**config.mk**
```make
export PLATFORM = sky130hd
export DESIGN_NAME = cache_control
export DESIGN_NICKNAME = d
export VERILOG_FILES = /design/src/rtl/cache_control.sv
export SDC_FILE = /design/constraint.sdc
export NUM_CORES = 1
export LEC_CHECK = 0
export CAP_MARGIN = 40
export CORE_MARGIN = 10
export CORE_UTILIZATION = 50
export CTS_CLUSTER_DIAMETER = 80
export DETAILED_ROUTE_END_ITERATION = 12
export DONT_BUFFER_PORTS = 1
export GPL_TIMING_DRIVEN = 0
export PLACE_DENSITY_LB_ADDON = 0.25
export SLEW_MARGIN = 20
export SYNTH_ARGS = -nofsm -noshare
export SYNTH_HDL_FRONTEND = slang
export SYNTH_SLANG_ARGS = --single-unit
```
**constraint.sdc**
```tcl
create_clock -name clk -period 5 [get_ports clk]
set_input_delay 0 -clock clk [delete_from_list [all_inputs] [get_ports clk]]
set_output_delay 0 -clock clk [all_outputs]
set_load 0.05 [all_outputs]
```
**src/rtl/cache_control.sv**
```systemverilog
// Control FSM for the 2-way set-associative, write-back, write-allocate L1 cache.
// Sequences hits, dirty-victim writebacks and line fills; keeps saturating statistics.
module cache_control #(
  parameter int CNT_WIDTH = 16
) (
  input  logic                 clk,
  input  logic                 reset,
  input  logic                 mem_read,
  input  logic                 mem_write,
  output logic                 mem_resp,
  input  logic                 hit0,
  input  logic                 hit1,
  input  logic                 lru_out,
  input  logic                 dirty_out0,
  input  logic                 dirty_out1,
  output logic                 pmem_read,
  output logic                 pmem_write,
  input  logic                 pmem_resp,
  output logic                 inmux_sel,
  output logic [1:0]           addrmux_sel,
  output logic                 data0_write,
  output logic                 data1_write,
  output logic                 tag0_write,
  output logic                 tag1_write,
  output logic                 valid0_write,
  output logic                 valid1_write,
  output logic                 dirty0_write,
  output logic                 dirty1_write,
  output logic                 lru_write,
  input  logic                 stats_clear,
  output logic [CNT_WIDTH-1:0] hit_count,
  output logic [CNT_WIDTH-1:0] miss_count,
  output logic [CNT_WIDTH-1:0] wb_count
);

  typedef enum logic [1:0] {IDLE, WRITEBACK, FETCH} state_e;

  state_e               state_q, state_d;
  logic                 refill_q, refill_d;
  logic [CNT_WIDTH-1:0] hit_q, hit_d, miss_q, miss_d, wb_q, wb_d;

  logic req;
  logic victim;

  function automatic logic [CNT_WIDTH-1:0] sat_inc(input logic [CNT_WIDTH-1:0] v);
    return (v == '1) ? v : v + 1'b1;
  endfunction

  assign req    = mem_read | mem_write;
  assign victim = lru_out;

  always_comb begin
    // NOTE: every signal written here gets a default first so no latch is inferred.
    state_d      = state_q;
    refill_d     = refill_q;
    hit_d        = hit_q;
    miss_d       = miss_q;
    wb_d         = wb_q;
    mem_resp     = 1'b0;
    pmem_read    = 1'b0;
    pmem_write   = 1'b0;
    inmux_sel    = 1'b0;
    addrmux_sel  = 2'd0;
    data0_write  = 1'b0;
    data1_write  = 1'b0;
    tag0_write   = 1'b0;
    tag1_write   = 1'b0;
    valid0_write = 1'b0;
    valid1_write = 1'b0;
    dirty0_write = 1'b0;
    dirty1_write = 1'b0;
    lru_write    = 1'b0;

    unique case (state_q)
      IDLE: begin
        if (req && (hit0 || hit1)) begin
          mem_resp  = 1'b1;
          lru_write = 1'b1;
          refill_d  = 1'b0;
          if (!refill_q) hit_d = sat_inc(hit_q);
          if (mem_write) begin
            // Way 0 wins if both ways ever claim a hit.
            inmux_sel    = 1'b1;
            data0_write  = hit0;
            dirty0_write = hit0;
            data1_write  = !hit0;
            dirty1_write = !hit0;
          end
        end else if (req) begin
          miss_d  = sat_inc(miss_q);
          state_d = (victim ? dirty_out1 : dirty_out0) ? WRITEBACK : FETCH;
        end
      end
      WRITEBACK: begin
        pmem_write  = 1'b1;
        addrmux_sel = victim ? 2'd2 : 2'd1;
        if (pmem_resp) begin
          wb_d    = sat_inc(wb_q);
          state_d = FETCH;
        end
      end
      FETCH: begin
        pmem_read = 1'b1;
        if (pmem_resp) begin
          data0_write  = !victim;
          tag0_write   = !victim;
          valid0_write = !victim;
          dirty0_write = !victim;
          data1_write  = victim;
          tag1_write   = victim;
          valid1_write = victim;
          dirty1_write = victim;
          refill_d     = 1'b1;
          state_d      = IDLE;
        end
      end
      default: state_d = IDLE;
    endcase

    if (stats_clear) begin
      hit_d  = '0;
      miss_d = '0;
      wb_d   = '0;
    end

    // Reset silences every strobe in the same cycle so an abandoned fill writes nothing.
    if (reset) begin
      mem_resp     = 1'b0;
      pmem_read    = 1'b0;
      pmem_write   = 1'b0;
      inmux_sel    = 1'b0;
      addrmux_sel  = 2'd0;
      data0_write  = 1'b0;
      data1_write  = 1'b0;
      tag0_write   = 1'b0;
      tag1_write   = 1'b0;
      valid0_write = 1'b0;
      valid1_write = 1'b0;
      dirty0_write = 1'b0;
      dirty1_write = 1'b0;
      lru_write    = 1'b0;
    end
  end

  // NOTE: sequential state uses non-blocking assignments so all flops update together.
  always_ff @(posedge clk) begin
    if (reset) begin
      state_q  <= IDLE;
      refill_q <= 1'b0;
      hit_q    <= '0;
      miss_q   <= '0;
      wb_q     <= '0;
    end else begin
      state_q  <= state_d;
      refill_q <= refill_d;
      hit_q    <= hit_d;
      miss_q   <= miss_d;
      wb_q     <= wb_d;
    end
  end

  assign hit_count  = reset ? '0 : hit_q;
  assign miss_count = reset ? '0 : miss_q;
  assign wb_count   = reset ? '0 : wb_q;

endmodule
```
==> summary.md <==
| Metric | Value |
|---|---|
| Outcome | `finished, final reports clean` |
| First-pass GRT wire length | `between 10000 and 15000 um` |
| Clock buffer depth | `2` |
| Synth Warn # | `0` |
| Worst path arrival time | `between 2 and 3 ns` |
| Post-Layout Cell Count | `just over 500` |
| Min-Delay Endpoint | `state_q[1]$_SDFFE_PP0P_` |
| EDFF count, synth | `0` |
| Setup violators final | `0` |
| Routed WL | `between 7000 and 8000 um` |
| Post-CTS Hold Buffers | `6` |
| P_sw | `between 0.15 and 0.2 mW` |
| Sw Share | `a little over a quarter` |
| Gate Count Post-Synth | `between 300 and 400` |
| M3 GR Usage | `3.93%` |
| Top cell type's share of synthesized area | `approximately a third` |
| DRC viols | `0` |
| CTS root buf | `clkbuf_8` |
| Final ANT Viol Nets | `0` |
| Worst path max stage delay | `0.61 ns` |
| Sequential group share of total power | `between 50% and 60%` |
| CP startpoint kind | `flip-flop` |
| Initial Utilization | `52.3%` |
| Final nets | `452` |
| Synth Flop Type | `dfxtp_1` |
| Dpl hpwl | `around 5900 um` |
| Pwr Density | `200 mW/mm2` |
| Syn-to-layout area delta | `22.2%` |
| Reg-to-Reg Start | `wb_q[0]$_SDFFE_PP0P_` |
| GRT Overall Usage | `between 10% and 20%` |
| Fin Clk Skew | `between 0.005 and 0.006 ns` |
| Hold WC Path Type | `input pin to flip-flop` |
| Clock power frac | `a little under a third` |
| Fin. Hold Viols | `0` |
| Total CTS buffers | `5` |
| Most frequent cells in the layout | `buf_4, nor2_1, dfxtp_1` |
| Post-Synthesis Net Count | `383` |
| Min-Delay Path Depth | `3` |
| Crit path required time | `approximately 5 ns` |
| Total gr overflow | `0` |
| Setup TNS Final | `0 ns` |
| Worst-Margin Slew | `roughly 0.7 ns` |
| Ys async rst share | `0%` |
| Total number of vias | `about 2800` |
| Synth cell types | `45` |
| PortBufs | `0` |
| Width of the die | `96.6 um` |
| Initial drt markers | `132` |
| GPL Wtd Cong | `~0.84` |
| TritonCTS clock tree | `yes` |
| Grt met2 use | `approximately 29%` |
| Routed wire per std cell | `between 15 and 20 um` |
| Crit path capture type | `output port` |
| Internal power | `0.528 mW` |
| Slew Viols, Final | `0` |
| Final period utilization | `a little under three fifths` |
| Most common cell after layout, fill and taps aside | `buf_4` |
| Critical hold path startpoint | `dirty_out0` |
| Post-CTS setup buffer count | `0` |
| Area contributors post-synth | `dfxtp_1, nor2b_1, xnor2_1` |
| CTS resizes | `0` |
| Total iterations of the first detailed-routing run | `4` |
| Htree depth | `2` |
| Vias in the first global route | `~2700` |
| VDD IR-drop max | `between 100 and 150 uV` |
| Register area share after synthesis | `a little over a third` |
| MaxCap Viol Count | `0` |
| Fmax | `roughly 0.36 GHz` |
| Synthesized cell area | `0.00293 mm2` |
| Worst hold slack | `roughly 0.069 ns` |
| Crit-path cells | `inv_1 -> and3_1 -> and3_1 -> a21o_1 -> buf_4` |
| Worst skew pair latency | `a little under 0.3 ns` |
| Slew HR | `between 50 and 60%` |
| Crit path top cell by count | `and3_1` |
| Comb power frac | `a little under an eighth` |
| Most used routing layer | `met2` |
| I/O pin count | `74` |
| Initial antenna violation count | `0` |
| Leak pwr | `between 1 and 1.5 nW` |
| RSZ-0062 raised after global routing | `no` |
| Slack of the worst reg-to-reg path | `roughly 2.6 ns` |
| Cells on worst reg2reg path | `7` |
| Share of layout cells above drive strength 1 | `between 10% and 20%` |
| Synth Register Bits | `51` |
| # diodes | `0` |
| CTS sink count | `between 50 and 60` |
| Largest net degree at the start of global routing | `14` |
| Die height | `about 97 um` |
| Via/cell ratio | `~5.6` |
| CP Class | `flip-flop to output port` |
| Area leader, netlist | `dfxtp_1` |
| Core footprint | `0.00561 mm2` |
| Worst R2R End | `wb_q[13]$_SDFFE_PP0P_` |
| Slowest cell on the critical path | `and3_1` |
| Period minus WS final | `2.75 ns` |
| Die Footprint | `about 0.0093 mm2` |
| Row count | `27` |
| Syn Area/Cell | `between 7 and 8 um2` |
| GR Util met1 | `approximately a fifth` |
| Placed instance count | `around 500` |
| Worst-path clk slew | `roughly 0.09 ns` |
| Critical path peak fanout | `5` |
-- routing by layer --
metal  vias to the layer above  wire length (um)
met5                         -                 0
met4                         0                90
met3                         8               483
met2                        88              3900
met1                      1307              3380
li1                       1427                 -
-- sequential cells by signal, summed over array words and instances (netlist names) --
signal    flops
miss_q       16
refill_q      1
hit_q        16
wb_q         16
state_q       2
-- power by group through the flow --
stage               sequential, mW  combinational, mW  clock (mW)
floorplan                    0.420             0.0610           0
global placement             0.420             0.0733           0
detailed placement           0.420             0.0791           0
CTS                          0.411             0.0838       0.228
global route                 0.411             0.0906       0.244
finish                       0.411             0.0843       0.222
-- through the flow --
step	total power [mW]	util [%]	instance area (um2)	worst slack, ns
floorplan	0.481	-	2930	1.90
CTS	0.722	63.8	3580	2.27
global route	0.746	63.8	3580	2.16
detailed placement	0.499	61.5	3450	2.61
finish	0.717	63.8	3580	2.25
global placement	0.493	53.9	3020	1.71
-- kinds of logic (layout without fill, tap and decap cells) --
kind of cell    after synthesis  count (layout)  share of synthesized area (%)
compound gates               41              41                           9.18
xor+xnor                     34              34                           10.2
fa+ha+maj                     3               3                           1.28
buf+inv                      27              95                           4.74
flops                        51              51                           34.8
mux                           3               3                           1.02
simple gates                210             210                           38.8
-- worst max-delay path: cells and delay by family (launching register included) --
kind,cells,cell delay [ns]
and+or+nand+nor,2,1.19
AOI/OAI and AO/OA,1,0.45
DFF,1,0.35
buffers and inverters,2,0.46
-- synth_stat cells (all sizes together), types with 10 or more instances --
cell type  number
a21oi          10
xnor2          25
nand3          17
clkbuf         11
nand2          20
nand4          11
dfxtp          51
nor2           56
nor2b          45
nor4           13
and3           10
-- worst max path at each step --
stage | from | to | slack [ns] | cells after the start
3_5_place_dp | state_q[0]$_SDFFE_PP0P_ | dirty1_write | 2.61 | 5
4_1_cts | state_q[0]$_SDFFE_PP0P_ | dirty1_write | 2.27 | 5
3_3_place_gp | state_q[1]$_SDFFE_PP0P_ | dirty1_write | 1.71 | 6
2_1_floorplan | state_q[1]$_SDFFE_PP0P_ | dirty1_write | 1.90 | 6
6_report | state_q[0]$_SDFFE_PP0P_ | dirty1_write | 2.25 | 5
5_1_grt | state_q[0]$_SDFFE_PP0P_ | dirty1_write | 2.16 | 5
-- final cells by class --
cell class,count,area (um2)
buffer,20,113
clock buffer,6,72.6
fill,523,2030
inverter,7,26.3
multi-input combinational,291,1790
sequential,51,1020
tap,72,90.1
timing repair buffer,62,470
Note: power is estimated with default switching activity, not from simulation.
